===== src/rtl/mips_pkg.sv =====
// mips_pkg: shared opcode, aluop, mux-select constants and main-control state enum
package mips_pkg;
  localparam logic [5:0] OP_RTYPE = 6'b000000;
  localparam logic [5:0] OP_LW = 6'b100011;
  localparam logic [5:0] OP_SW = 6'b101011;
  localparam logic [5:0] OP_BEQ = 6'b000100;
  localparam logic [5:0] OP_J = 6'b000010;
  localparam logic [5:0] OP_ADDI = 6'b001000;
  localparam logic [5:0] OP_ORI = 6'b001101;
  localparam logic [2:0] ALU_ADD = 3'b001;
  localparam logic [2:0] ALU_SUB = 3'b101;
  localparam logic [2:0] ALU_OR = 3'b010;
  localparam logic [2:0] ALU_SLT = 3'b111;
  localparam logic [1:0] SRCB_RT = 2'b00;
  localparam logic [1:0] SRCB_4 = 2'b01;
  localparam logic [1:0] SRCB_IMM = 2'b10;
  localparam logic [1:0] SRCB_IMMSH = 2'b11;
  localparam logic [1:0] PCS_ALU = 2'b00;
  localparam logic [1:0] PCS_ALUOUT = 2'b01;
  localparam logic [1:0] PCS_JUMP = 2'b10;
  typedef enum logic [3:0] {
    S_IDLE, S_FETCH, S_DECODE, S_MEMADR, S_MEMRD, S_MEMWB, S_MEMWR,
    S_EXEC, S_RWB, S_BRANCH, S_JUMP, S_IEXEC, S_IWB
  } state_t;
endpackage


===== src/rtl/mc_main_ctrl_if.sv =====
// mc_main_ctrl_if: op/mem_ready into the controller; datapath enables, selects, aluop/rtype, exc, state_o out of it
interface mc_main_ctrl_if;
  logic [5:0] op;
  logic mem_ready;
  logic pcwrite;
  logic pcwritecond;
  logic iord;
  logic memread;
  logic memwrite;
  logic irwrite;
  logic memtoreg;
  logic regdst;
  logic regwrite;
  logic alusrca;
  logic [1:0] alusrcb;
  logic [1:0] pcsource;
  logic [2:0] aluop;
  logic rtype;
  logic exc;
  logic [3:0] state_o;
  modport master (
    input op, mem_ready,
    output pcwrite, pcwritecond, iord, memread, memwrite, irwrite, memtoreg, regdst,
      regwrite, alusrca, alusrcb, pcsource, aluop, rtype, exc, state_o
  );
  modport slave (
    output op, mem_ready,
    input pcwrite, pcwritecond, iord, memread, memwrite, irwrite, memtoreg, regdst,
      regwrite, alusrca, alusrcb, pcsource, aluop, rtype, exc, state_o
  );
endinterface


===== src/rtl/mc_main_ctrl.sv =====
// mc_main_ctrl: multicycle MIPS main control FSM; clk, rst_n (async low), bus.master carries op/mem_ready in and all datapath controls, aluop/rtype, exc, state_o out
module mc_main_ctrl
  import mips_pkg::*;
#(
  parameter bit EXC_EN = 1'b1
) (
  input logic clk,
  input logic rst_n,
  mc_main_ctrl_if.master bus
);
  state_t state, nxt;
  logic legal;
  assign legal = bus.op inside {OP_RTYPE, OP_LW, OP_SW, OP_BEQ, OP_J, OP_ADDI, OP_ORI};
  assign bus.state_o = state;
  always_ff @(posedge clk or negedge rst_n)
    if (!rst_n) state <= S_IDLE;
    else state <= nxt;
  always_comb begin
    nxt = S_IDLE;
    case (state)
      S_IDLE: nxt = S_FETCH;
      S_FETCH: nxt = bus.mem_ready ? S_DECODE : S_FETCH;
      S_DECODE:
        case (bus.op)
          OP_RTYPE: nxt = S_EXEC;
          OP_LW, OP_SW: nxt = S_MEMADR;
          OP_BEQ: nxt = S_BRANCH;
          OP_J: nxt = S_JUMP;
          OP_ADDI, OP_ORI: nxt = S_IEXEC;
          default: nxt = S_FETCH;
        endcase
      S_MEMADR: nxt = bus.op == OP_SW ? S_MEMWR : S_MEMRD;
      S_MEMRD: nxt = bus.mem_ready ? S_MEMWB : S_MEMRD;
      S_MEMWR: nxt = bus.mem_ready ? S_FETCH : S_MEMWR;
      S_EXEC: nxt = S_RWB;
      S_IEXEC: nxt = S_IWB;
      S_MEMWB, S_RWB, S_BRANCH, S_JUMP, S_IWB: nxt = S_FETCH;
      default: nxt = S_IDLE;
    endcase
  end
  always_comb begin
    bus.pcwrite = 1'b0;
    bus.pcwritecond = 1'b0;
    bus.iord = 1'b0;
    bus.memread = 1'b0;
    bus.memwrite = 1'b0;
    bus.irwrite = 1'b0;
    bus.memtoreg = 1'b0;
    bus.regdst = 1'b0;
    bus.regwrite = 1'b0;
    bus.alusrca = 1'b0;
    bus.alusrcb = SRCB_RT;
    bus.pcsource = PCS_ALU;
    bus.aluop = 3'b000;
    bus.rtype = 1'b0;
    bus.exc = 1'b0;
    case (state)
      S_FETCH: begin
        bus.memread = 1'b1;
        bus.alusrcb = SRCB_4;
        bus.aluop = ALU_ADD;
        bus.irwrite = bus.mem_ready;
        bus.pcwrite = bus.mem_ready;
      end
      S_DECODE: begin
        bus.alusrcb = SRCB_IMMSH;
        bus.aluop = ALU_ADD;
        bus.exc = EXC_EN && !legal;
      end
      S_MEMADR: begin
        bus.alusrca = 1'b1;
        bus.alusrcb = SRCB_IMM;
        bus.aluop = ALU_ADD;
      end
      S_MEMRD: begin
        bus.memread = 1'b1;
        bus.iord = 1'b1;
      end
      S_MEMWB: begin
        bus.regwrite = 1'b1;
        bus.memtoreg = 1'b1;
      end
      S_MEMWR: begin
        bus.memwrite = 1'b1;
        bus.iord = 1'b1;
      end
      S_EXEC: begin
        bus.alusrca = 1'b1;
        bus.rtype = 1'b1;
      end
      S_RWB: begin
        bus.regwrite = 1'b1;
        bus.regdst = 1'b1;
      end
      S_BRANCH: begin
        bus.alusrca = 1'b1;
        bus.aluop = ALU_SUB;
        bus.pcwritecond = 1'b1;
        bus.pcsource = PCS_ALUOUT;
      end
      S_JUMP: begin
        bus.pcwrite = 1'b1;
        bus.pcsource = PCS_JUMP;
      end
      S_IEXEC: begin
        bus.alusrca = 1'b1;
        bus.alusrcb = SRCB_IMM;
        bus.aluop = bus.op == OP_ORI ? ALU_OR : ALU_ADD;
      end
      S_IWB: bus.regwrite = 1'b1;
      default: ;
    endcase
  end
endmodule

===== src/flat_wrapper.sv =====
// flat-port wrapper written by rule: the top's interface ports become plain ports
module mc_main_ctrl_flat import mips_pkg::*;
#(
  parameter bit EXC_EN = 1'b1
)
  (clk, rst_n, bus_op, bus_mem_ready, bus_pcwrite, bus_pcwritecond, bus_iord, bus_memread, bus_memwrite, bus_irwrite, bus_memtoreg, bus_regdst, bus_regwrite, bus_alusrca, bus_alusrcb, bus_pcsource, bus_aluop, bus_rtype, bus_exc, bus_state_o);
  mc_main_ctrl_if bus_i ();
  input logic clk;
  input logic rst_n;
  input wire logic [$bits(bus_i.op)-1:0] bus_op;
  input wire logic [$bits(bus_i.mem_ready)-1:0] bus_mem_ready;
  output wire logic [$bits(bus_i.pcwrite)-1:0] bus_pcwrite;
  output wire logic [$bits(bus_i.pcwritecond)-1:0] bus_pcwritecond;
  output wire logic [$bits(bus_i.iord)-1:0] bus_iord;
  output wire logic [$bits(bus_i.memread)-1:0] bus_memread;
  output wire logic [$bits(bus_i.memwrite)-1:0] bus_memwrite;
  output wire logic [$bits(bus_i.irwrite)-1:0] bus_irwrite;
  output wire logic [$bits(bus_i.memtoreg)-1:0] bus_memtoreg;
  output wire logic [$bits(bus_i.regdst)-1:0] bus_regdst;
  output wire logic [$bits(bus_i.regwrite)-1:0] bus_regwrite;
  output wire logic [$bits(bus_i.alusrca)-1:0] bus_alusrca;
  output wire logic [$bits(bus_i.alusrcb)-1:0] bus_alusrcb;
  output wire logic [$bits(bus_i.pcsource)-1:0] bus_pcsource;
  output wire logic [$bits(bus_i.aluop)-1:0] bus_aluop;
  output wire logic [$bits(bus_i.rtype)-1:0] bus_rtype;
  output wire logic [$bits(bus_i.exc)-1:0] bus_exc;
  output wire logic [$bits(bus_i.state_o)-1:0] bus_state_o;
  assign bus_i.op = bus_op;
  assign bus_i.mem_ready = bus_mem_ready;
  assign bus_pcwrite = bus_i.pcwrite;
  assign bus_pcwritecond = bus_i.pcwritecond;
  assign bus_iord = bus_i.iord;
  assign bus_memread = bus_i.memread;
  assign bus_memwrite = bus_i.memwrite;
  assign bus_irwrite = bus_i.irwrite;
  assign bus_memtoreg = bus_i.memtoreg;
  assign bus_regdst = bus_i.regdst;
  assign bus_regwrite = bus_i.regwrite;
  assign bus_alusrca = bus_i.alusrca;
  assign bus_alusrcb = bus_i.alusrcb;
  assign bus_pcsource = bus_i.pcsource;
  assign bus_aluop = bus_i.aluop;
  assign bus_rtype = bus_i.rtype;
  assign bus_exc = bus_i.exc;
  assign bus_state_o = bus_i.state_o;
  mc_main_ctrl #(.EXC_EN(EXC_EN)) u_core (.clk(clk), .rst_n(rst_n), .bus(bus_i));
endmodule

===== config.mk =====
export PLATFORM = sky130hd
export DESIGN_NAME = mc_main_ctrl_flat
export DESIGN_NICKNAME = d
export VERILOG_FILES = /design/src/rtl/mips_pkg.sv /design/src/rtl/mc_main_ctrl_if.sv /design/src/rtl/mc_main_ctrl.sv /design/src/flat_wrapper.sv
export SDC_FILE = /design/constraint.sdc
export NUM_CORES = 1
export LEC_CHECK = 0
export CAP_MARGIN = 20
export CORE_MARGIN = 1
export CORE_UTILIZATION = 33
export DETAILED_ROUTE_END_ITERATION = 6
export PLACE_DENSITY = 0.77
export SLEW_MARGIN = 10
export SYNTH_ARGS = -nofsm -noshare
export SYNTH_HDL_FRONTEND = slang
export SYNTH_SLANG_ARGS = --single-unit

===== constraint.sdc =====
create_clock -name clk -period 1.4 [get_ports clk]
set_input_delay 0.28 -clock clk [delete_from_list [all_inputs] [get_ports clk]]
set_output_delay 0.28 -clock clk [all_outputs]
set_load 0.05 [all_outputs]

==> impl_metrics.csv, run 1 <==
group,metric,value,unit
status,status,"stopped before the end",
clock_network,root_buffer,"clkbuf_4",
placement,place_hpwl,2.594,mm
clock_network,cts.sinks,4,
synthesis,synthesis.area,566.8,µm²
placement,pre_cts_slack,-0.7381,ns
clock_network,numCtsBuffers,3,
synthesis,yosysSeqAreaShare,0.1766,
synthesis,synthCells,82,
status,stop_stage,"4_1_cts",
clock_network,cts_hold_buffers,0,
floorplanning,die_height,43.45,µm
clock_network,cts_resized,61,
synthesis,synth-seq-cells,4,
placement,globalplace.congestion,0.8682,
clock_network,post_cts_buffers,19,
clock_network,h-tree-depth,1,
status,error,"[ERROR DPL-0038] Utilization greater than 100%, impossible to legalize",
synthesis,avgSynthCellArea,6.912,µm²
synthesis,synth_top_area_frac,0.1766,
synthesis,ys_warn_count,0,
floorplanning,io_pins,32,
placement,io_buffers,31,
synthesis,synth_nets,91,
synthesis,ys_types,31,
floorplanning,initial_core_util,0.3636,
floorplanning,die_x,43.45,µm
clock_network,cts.path.max_buffers,2,
synthesis,synth_area_leaders,"dfrtp_1 18%, nor2_1 9.3%, nand2_1 6.0%",
floorplanning,rows,14,
synthesis,synth_top_area_cell,"dfrtp_1",
## cell usage after synthesis
cell type,number
a21o_1,2
nor3b_1,2
or4b_4,1
xnor2_1,2
nand4_1,2
a211oi_1,3
a21oi_1,5
buf_4,2
a221oi_1,1
a311oi_1,1
o211ai_1,2
nor3_1,5
o21ai_0,2
and2_1,1
nor2b_1,4
mux2_2,1
and3_1,1
a22oi_1,1
dfrtp_1,4
nor2_1,14
buf_6,1
nand2_1,9
nand2b_1,5
a41o_1,1
clkbuf_1,4
nand3b_1,1
a2111oi_2,1
o22a_1,1
o311ai_0,1
inv_1,1
o21ai_2,1
## stage by stage
stage | instances | util | hold WS (ns) | area [µm²]
after floorplan | 82 | - | -0.01559 | 858.3
after global placement | 150 | 0.9703 | 0.4845 | 1513
after detailed placement | 150 | 0.9703 | 0.5113 | 1513
## cells by family after synthesis
family | Yosys count | share of synthesized area
compound gates | 22 | 0.2892
xor+xnor | 2 | 0.03091
buf+inv | 8 | 0.07945
flops | 4 | 0.1766
mux | 1 | 0.01987
simple gates | 45 | 0.4040
==> inputs of run 2 (changes only) <==
CORE_AREA = 2 2 63 65   (was default)
CORE_MARGIN = default   (was 1)
CORE_UTILIZATION = default   (was 33)
DIE_AREA = 0 0 65 67   (was default)
PLACE_DENSITY = default   (was 0.77)
PLACE_DENSITY_LB_ADDON = 0.15   (was default)
clock period = 1.8 ns   (was 1.4 ns; I/O delays follow)
==> run 2 against run 1 <==
  * The flow now finishes, with violations (negative setup slack)
  * Synthesized area did not move
  * Synthesized cell count is the same
==> impl_metrics.csv, run 2 <==
group,metric,value,unit
clock_network,clk_latency,0.21,ns
setup_path,reg2reg_slack,0.40,ns
cells_and_area,final_util,0.4598,
setup_path,reg2reg_depth,6,
setup_path,r2r_end,"u_core.bus.state_o[1]$_DFF_PN0_",
cells_and_area,drive_gt1_frac,0.7113,
sta,fmax,499.5,MHz
setup_path,crit_arrival,1.64,ns
placement,pre_cts_slack,-0.4180,ns
routing,via_per_inst,4.379,
setup_path,path_cells,"or4b_4 > a2111oi_4 > buf_12",
sta,fin_crit_sh,1.112,
cells_and_area,stdcell_area,0.001658,mm²
power_and_ir_drop,static-leakage-power,0.0006951,µW
hold_path,hp-class,"in2async",
power_and_ir_drop,p_total,2847,µW
flow_run,max_cap_violations,0,
power_and_ir_drop,pwr-share-comb,0.879,
sta,setup_viol,1,
cells_and_area,mostFrequentLayoutCells,"29 x buf_4, 26 x buf_12, 7 x nor2_2, 7 x nand2_1",
clock_network,numCtsBuffers,3,
global_route,grt_max_degree,19,
sta,slew_viol_final,0,
synthesis,ys_types,31,
setup_path,crit_type,"reg2out",
floorplanning,die-area,0.004355,mm²
power_and_ir_drop,ir_drop,0.5512,mV
power_and_ir_drop,pwr_density_cell,1717,mW/mm²
power_and_ir_drop,p_clk_frac,0.065,
sta,worstMarginPinSlew,0.4299,ns
sta,fin_ws,-0.2018,ns
synthesis,synth_top_area_frac,0.1766,
synthesis,synth_edf_count,0,
clock_network,cts.path.max_buffers,2,
setup_path,critPathSlowestCell,"or4b_4",
synthesis,synth_nets,91,
cells_and_area,diodes,0,
global_route,grt.overflow.total,0,
synthesis,yosysMostFrequentCell,"nor2_1",
setup_path,crit_start,"u_core.bus.state_o[3]$_DFF_PN0_",
clock_network,cts_tree,"yes",
sta,rsz0062_at_grt,"true",
clock_network,cts_hold_buffers,0,
placement,io_buffers,31,
power_and_ir_drop,power_frac_seq,0.056,
cells_and_area,area_delta_synth_final,192.5,%
synthesis,synthesis.area,566.8,µm²
sta,finalHoldViolCount,0,
setup_path,crit_buf_inv,1,
clock_network,h-tree-depth,1,
routing,avgRoutedWirePerCell,11.76,µm
clock_network,root_buffer,"clkbuf_8",
setup_path,cp_top_family,"simple AND/OR/NAND/NOR gates",
placement,place_hpwl,1.712,mm
sta,layout_min_cycle_time,2.002,ns
setup_path,worst_setup_path_start_kind,"flop",
routing,drc_errors,0,
synthesis,synthCells,82,
floorplanning,die_height,67,µm
synthesis,avgSynthCellArea,6.912,µm²
status,status,"finished with violations",
routing,drt-total-wl,2.234,mm
power_and_ir_drop,netSwitchingPower,1391,µW
synthesis,ys_warn_count,0,
synthesis,synth_area_leaders,"dfrtp_1 18%, nor2_1 9.3%, nand2_1 6.0%",
floorplanning,initial_core_util,0.1572,
synthesis,synth_top_flop_cell,"dfrtp_1",
clock_network,cts.sinks,4,
global_route,grt.total_usage,0.1089,
global_route,grt_antenna_before_repair,0,
setup_path,critPathRequiredTime,1.44,ns
routing,drt_iter0_drc,12,
setup_path,path_depth,3,
power_and_ir_drop,internal-power,1456,µW
sta,maxSlewHeadroom,0.7098,
routing,vias,832,
cells_and_area,final_common_cell,"buf_4",
cells_and_area,fin_nets,153,
synthesis,yosysSeqAreaShare,0.1766,
placement,globalplace.congestion,0.8752,
status,violations,"negative setup slack",
routing,dr.pass1.iters,4,
clock_network,clkTransAtPathRegs,0.03,ns
setup_path,max_stage_delay,0.58,ns
setup_path,endpoint,"bus_exc",
synthesis,synth_commonest_cells,"14 x nor2_1, 9 x nand2_1, 5 x a21oi_1, 5 x nand2b_1, 5 x nor3_1",
setup_path,r2r_start,"u_core.bus.state_o[1]$_DFF_PN0_",
setup_path,crit_path_end_kind,"output port",
floorplanning,io_pins,32,
global_route,grt_pass1_vias,768,
power_and_ir_drop,p_sw_frac,0.4885,
synthesis,synth-seq-cells,4,
floorplanning,die_x,65,µm
global_route,grt_pass1_wl,3.691,mm
cells_and_area,largest_reg_flops,4,
setup_path,cp_max_fo,2,
sta,clock-skew-final,0.002309,ns
floorplanning,rows,22,
routing,drtAntennaViolNets,0,
floorplanning,coreArea,0.003606,mm²
synthesis,synth_top_area_cell,"dfrtp_1",
synthesis,ys_async_sr_fraction,1.000,
placement,post_dp_cell_area,0.001406,mm²
run 2: cell counts after synthesis:
Identical to the previous run, type by type.
run 2: logic make-up after synthesis:
kind of cell,count (synthesis),share of synthesized area
AO/OA/AOI/OAI,22,0.2892
XOR/XNOR,2,0.03091
buffers and inverters,8,0.07945
flip-flops,4,0.1766
multiplexers,1,0.01987
AND/OR/NAND/NOR,45,0.4040
run 2: power by group through the flow:
stage | clock network (µW) | registers (µW) | logic [µW]
2_1_floorplan | 0 | 294 | 1140
3_3_place_gp | 0 | 146 | 2180
3_5_place_dp | 0 | 147 | 2190
4_1_cts | 190 | 154 | 2380
5_1_grt | 200 | 163 | 2620
6_report | 185 | 159 | 2500
run 2: timing repair:
action | in CTS | in global routing
endpoints found under the setup margin | 15 | 13
gates resized for setup | 22 | 20
buffers inserted | 4 | 9
pin swaps | 5 | 6
cloned | 0 | 0
run 2: how the worst min path moves through the flow:
stage / to / slack (ns) / cells past startpoint
5_1_grt: u_core.bus.state_o[0]$_DFF_PN0_ / 0.36 / 1
4_1_cts: u_core.bus.state_o[0]$_DFF_PN0_ / 0.35 / 1
3_5_place_dp: u_core.bus.state_o[0]$_DFF_PN0_ / 0.58 / 1
6_report: u_core.bus.state_o[2]$_DFF_PN0_ / 0.35 / 1
2_1_floorplan: u_core.bus.state_o[0]$_DFF_PN0_ / 0.06 / 0
3_3_place_gp: u_core.bus.state_o[0]$_DFF_PN0_ / 0.57 / 1
run 2: per-layer routing:
layer	vias to the layer above	track usage	routed length (µm)
met5	-	0	0
met3	0	0.02872	128
met4	0	0.02394	0
met1	385	0.1392	994
met2	27	0.1830	1111
li1	420	-	-
run 2: layout make-up:
cell class / instances / area (µm²)
multi-input combinational: 70 / 628.1
clock buffer: 3 / 41.29
inverter: 1 / 6.256
tap: 48 / 60.06
timing repair buffer: 64 / 817.0
sequential: 4 / 105.1
fill: 339 / 1948
run 2: metrics by stage:
stage               setup TNS [ns]  hold WS, ns  cells
floorplan                   -1.170      0.06441     82
global placement            -1.031       0.5728    174
detailed placement          -1.144       0.5759    174
CTS                        -0.6468       0.3497    181
global route               -0.3308       0.3556    190
finish                     -0.2018       0.3499    190
Note: power is estimated with default switching activity, not from simulation.
==> variant 1: new RTL, settings of run 2 <==
`EXC_EN` is set to 1'b1 in 2 places; all go to 1'b0.
--- a/src/rtl/mc_main_ctrl.sv
+++ b/src/rtl/mc_main_ctrl.sv
@@ -4,3 +4,3 @@
 #(
-  parameter bit EXC_EN = 1'b1
+  parameter bit EXC_EN = 1'b0
 ) (
--- a/src/flat_wrapper.sv
+++ b/src/flat_wrapper.sv
@@ -3,3 +3,3 @@
 #(
-  parameter bit EXC_EN = 1'b1
+  parameter bit EXC_EN = 1'b0
 )
Behaviour: not the same (Yosys sat finds a counterexample within 4 cycles, from zero or initial values and one cycle with rst_n low).
==> variant 1 against run 2 <==
Worst hold slack got worse by 0.0032 ns. Die area stayed put. Wire length decreased by 12%. Sequential cell count unchanged. Fmax rose by 14%. Worst setup slack improved by 0.24 ns. Synthesized cell count decreased by 4.9%. Area after synthesis decreased by 2.9%. Cell area decreased by 11%. Register-to-register slack worse by 0.15 ns. Power down 5.9%.
==> variant 1: results (changes against run 2) <==
• result of the run: completed
• share of flip-flops with an asynchronous set or reset: 100.0%, unchanged
• wire length of the first global-routing pass: 3367 um, -8.8%
• mean cell area of the mapped netlist: 7.058 sq um, +2.1%
• maximum number of buffers from clock root to sink: 2, unchanged
• Switch Pwr: 1.333 mW, -4.1%
• detailed-route wire length: 1965 um, -12%
• fillers: 351, +3.5%
• half-perimeter wire length after detailed placement: 1624 um, -5.1%
• top cells by area in the synthesized netlist: dfrtp_1 18%, nand2b_1 6.8%, nor2_1 6.8%, a21oi_1 5.5%, nor4b_1 4.8%
• number of buffers inserted by port buffering: 30, -3.2%
• final count of negative-setup-slack endpoints: 0, -1
• reg2reg path depth: 4, -2
• clock network fraction of design power: 6.8%, +0.3 points
• end of the critical path: bus_aluop[1]
• CP Class: flip-flop to output port
• synthesized netlist net count: 87, -4.4%
• Layout Cells excl Fill: 177, -6.8%
• endpoint of the worst-slack reg-to-reg timing path: u_core.bus.state_o[2]
• share of layout cells above drive strength 1: 65.12%, -6.0 points
• cell type group with the largest total delay on the critical path: flip-flops
• final setup skew: 0.001323 ns, -0.0009853 ns
• total inserted antenna cells: 0, unchanged
• pin count of the biggest net entering global routing: 17, -2
• global-route usage over all layers: 9.665%, -1.2 points
• post-synthesis sequential area ratio: 18.18%, +0.52 points
• worst-path maximum fanout: 16, +14
• most used standard cells in the synthesized netlist: 10 x nor2_1, 6 x a21oi_1, 6 x nand2_1, 6 x nand2b_1
• post-synth cell types: 37, +19%
• clock slew seen by the registers of the worst setup and hold paths: 0.03 ns, about the same
• initial antenna violation count: 0, unchanged
• number of buffers added by the clock tree synthesis step: 3, unchanged
• GP Congestion: 0.7471, -15%
• Root Driver: clkbuf_8
• M2 GR Usage: 18.17%, -0.13 points
• first drt pass iteration count: 2, -2
• cell with the largest stage delay on the worst path: dfrtp_2
• path class of the lowest-slack min-delay path: input pin to asynchronous set/reset pin
• number of DRC violations after detailed-routing iteration 0: 12, unchanged
• delay of the slowest critical-path stage: 0.44 ns, -0.14 ns
• GR Layer Usage met1: 11.34%, -2.6 points
• max reg flops: 4, unchanged
• launch instance of the worst register-to-register path: u_core.bus.state_o[0]
• number of nets in the layout: 140, -8.5%
• register-to-register setup slack: 0.25 ns, -0.15 ns
• later-pin clock latency in the skew report: 0.21 ns, about the same
• Static Leakage: 0.6026 nW, -13%
• number of slew-limit violations in the final report: 0, unchanged
• met3 routing resource usage after global routing: 1.520%, -1.4 points
• count of placed standard cells including taps: 169, -2.9%
• Flop+latch power: 198 uW, +25%
• count of vias placed by the detailed router: 746, -10%
• vias in the first global route: 738, -3.9%
• peak ir drop on the vdd network: 0.0005978 V, +8.4%
• count of synthesis-stage warnings from yosys: 0, unchanged
==> variant 1: cell types whose count changed in the layout (fill, tap and decap cells not counted), sizes merged, moves of 3 or more <==
| cell | before | now |
|---|---|---|
| nor3 | 5 | 2 |
| nor4b | 0 | 3 |
| or2 | 0 | 3 |
| or4 | 0 | 3 |
| nor2b | 4 | 0 |
| nor2 | 14 | 10 |
| nand2 | 9 | 6 |
| buf | 56 | 50 |
==> variant 1: area by class of cell <==
| cell class | count | area share, % |
|---|---|---|
| inverter | 3 | 0.7647 |
| clock buffer | 3 | 2.804 |
| sequential | 4 | 7.137 |
| multi-input combinational | 63 | 37.13 |
| timing repair buffer | 56 | 48.09 |
| tap | 48 | 4.078 |
==> variant 1: what timing repair did <==
item | in CTS | in global routing
setup buffers | 5 | 0
pin swaps | 5 | 1
setup endpoints to repair | 7 | 7
resized for setup | 16 | 3
==> variant 1: layer usage <==
metal	routed length [um]	share of wire (%)	vias up
li1	-	-	385
met1	839	43	343
met2	1053	54	18
met3	72	3.7	0
met4	0	0	0
met5	0	0	-
==> variant 1: kinds of logic after synthesis <==
| kind of cell | after synthesis | synth area share [%] |
|---|---|---|
| XOR/XNOR | 2 | 3.182 |
| AND/OR/NAND/NOR | 40 | 41.36 |
| multiplexers | 1 | 1.818 |
| AO/OA/AOI/OAI | 19 | 25.00 |
| buffers and inverters | 11 | 9.771 |
| other | 1 | 0.6812 |
| flip-flops | 4 | 18.18 |
==> variant 1: stage by stage <==
stage	setup WS, ns	hold WS [ns]	area (sq um)	total power [mW]
4_1_cts	0.004202	0.3435	1465	2.702
5_1_grt	-0.02391	0.3630	1473	2.799
3_3_place_gp	-0.3397	0.5727	1389	2.453
6_report	0.04216	0.3466	1473	2.677
2_1_floorplan	-0.3162	0.06441	735.7	1.527
3_5_place_dp	-0.3552	0.5718	1389	2.451
==> variant 2: new RTL, config.mk and constraints of run 2 <==
Without the edit above. Make the reset (`rst_n`) synchronous in one clocked block. Comments in the files are not updated.
--- a/src/rtl/mc_main_ctrl.sv
+++ b/src/rtl/mc_main_ctrl.sv
@@ -14,3 +14,3 @@
   assign bus.state_o = state;
-  always_ff @(posedge clk or negedge rst_n)
+  always_ff @(posedge clk)
     if (!rst_n) state <= S_IDLE;
Check against the original RTL: differs if rst_n is asserted again (counterexample within 4 cycles, from zero or initial values and one cycle with rst_n low); with rst_n held inactive, the same outputs for 10 cycles.
==> variant 2 against run 2 <==
Worst setup slack better by 0.26 ns. Via count is 7.9% higher. Sequential share of layout area is 0.24 points lower. Global-route usage is 0.89 points higher. Area after synthesis is 10% higher. Sequential cell count stayed put. Register-to-register slack worse by 0.10 ns. Wire length is 5.1% higher. Cell area is 11% lower. Critical endpoint is now bus_aluop[1].
Power is left out: it rests on default switching activity, and per cell area and clock period it moved more than threefold.
==> variant 2: results (changes against run 2) <==
• result of the run: completed
• share of layout cells above drive strength 1: 57.43%, -14 points
• Layout Cells excl Fill: 196, +3.2%
• wire length of the first global-routing pass: 3960 um, +7.3%
• global-route usage over all layers: 11.78%, +0.89 points
• slew at the pin closest to its max-slew limit: 0.3306 ns, -0.09928 ns
• worst setup slack before clock tree synthesis: -0.3956 ns, +0.02238 ns
• number of nets in the layout: 158, +3.3%
• post-synthesis sequential area ratio: 12.83%, -4.8 points
• post-place instance area: 1341 sq um, -4.6%
• endpoint of the worst-slack reg-to-reg timing path: u_core.bus.state_o[1]
• post-synth cell types: 34, +9.7%
• fillers: 372, +9.7%
• adder-cell share of the synthesized area: 1.603%, +1.6 points
• number of DRC violations after detailed-routing iteration 0: 26, +14
• pin count of the biggest net entering global routing: 12, -7
• worst-path maximum fanout: 3, +1
• share of flip-flops with an asynchronous set or reset: 0%, -100 points
• Avg Vias per Cell: 4.582, +4.6%
• synthesized netlist net count: 106, +16%
• cell count after synthesis: 97, +18%
• data arrival time of the worst path: 1.39 ns, -0.25 ns
• portion of netlist area occupied by mux cells: 0%, -2.0 points
• launch instance of the worst register-to-register path: u_core.bus.state_o[3]
• count of placed standard cells including taps: 184, +5.7%
• detailed-route wire length: 2349 um, +5.1%
• top cells by area in the synthesized netlist: dfxtp_1 13%, nor2_1 9.0%, a21oi_1 7.2%, nor3_1 7.2%, a2111oi_4 4.4%
• GP Congestion: 0.7656, -13%
• M2 GR Usage: 19.97%, +1.7 points
• most used standard cells in the synthesized netlist: 15 x nor2_1, 9 x a21oi_1, 9 x nor3_1
• GR Layer Usage met1: 15.19%, +1.3 points
• xor and xnor fraction of the mapped netlist area: 2.806%, -0.28 points
• met3 routing resource usage after global routing: 3.209%, +0.34 points
variant 2: worst max-delay path by stage:
stage / from / endpoint / slack, ns / depth (start not counted)
after floorplan: u_core.bus.state_o[3] / bus_rtype / -0.07 / 3
after global placement: bus_op[5] / bus_aluop[0] / -0.35 / 6
after detailed placement: bus_op[5] / bus_aluop[0] / -0.40 / 6
after CTS: bus_op[3] / bus_exc / 0.008 / 6
after global routing: bus_op[1] / bus_aluop[1] / -0.009 / 6
final: bus_op[1] / bus_aluop[1] / 0.05 / 6
variant 2: through the flow:
stage	setup TNS [ns]	hold WS, ns
2_1_floorplan	-0.1550	0.4809
3_3_place_gp	-1.145	0.6294
3_5_place_dp	-1.276	0.6411
4_1_cts	0	0.6548
5_1_grt	-0.009385	0.6696
6_report	0	0.6350
variant 2: per-layer routing:
metal	wire [um]	vias to the layer above
met3	139	4
met4	10	0
met1	1065	417
met2	1133	28
met5	0	-
li1	-	449
variant 2: critical path: stages:
cell and delay, ns:
buf_4 0.13, nor3_4 0.19, nand4_1 0.16, buf_4 0.18
nor3_4 0.20, buf_12 0.16
variant 2: cell families (layout without fill, tap and decap cells):
group	Yosys count	count (layout)
simple gates	49	49
compound gates	25	25
buf+inv	16	67
flops	4	4
xor+xnor	2	2
fa+ha+maj	1	1
variant 2: cell type report:
| cell class | instances | area [sq um] | area share, % |
|---|---|---|---|
| Sequential cell | 4 | 90.09 | 6.097 |
| Multi-Input combinational cell | 77 | 583.1 | 39.46 |
| Tap cell | 48 | 60.06 | 4.064 |
| Clock buffer | 4 | 45.04 | 3.048 |
| Timing Repair Buffer | 59 | 684.4 | 46.32 |
| Inverter | 4 | 15.01 | 1.016 |
variant 2: timing repair:
action,4_1_cts,5_1_grt
setup buffers,6,2
pin swaps,7,5
gates resized for setup,23,6
endpoints found under the setup margin,4,6
hold buffers,0,0
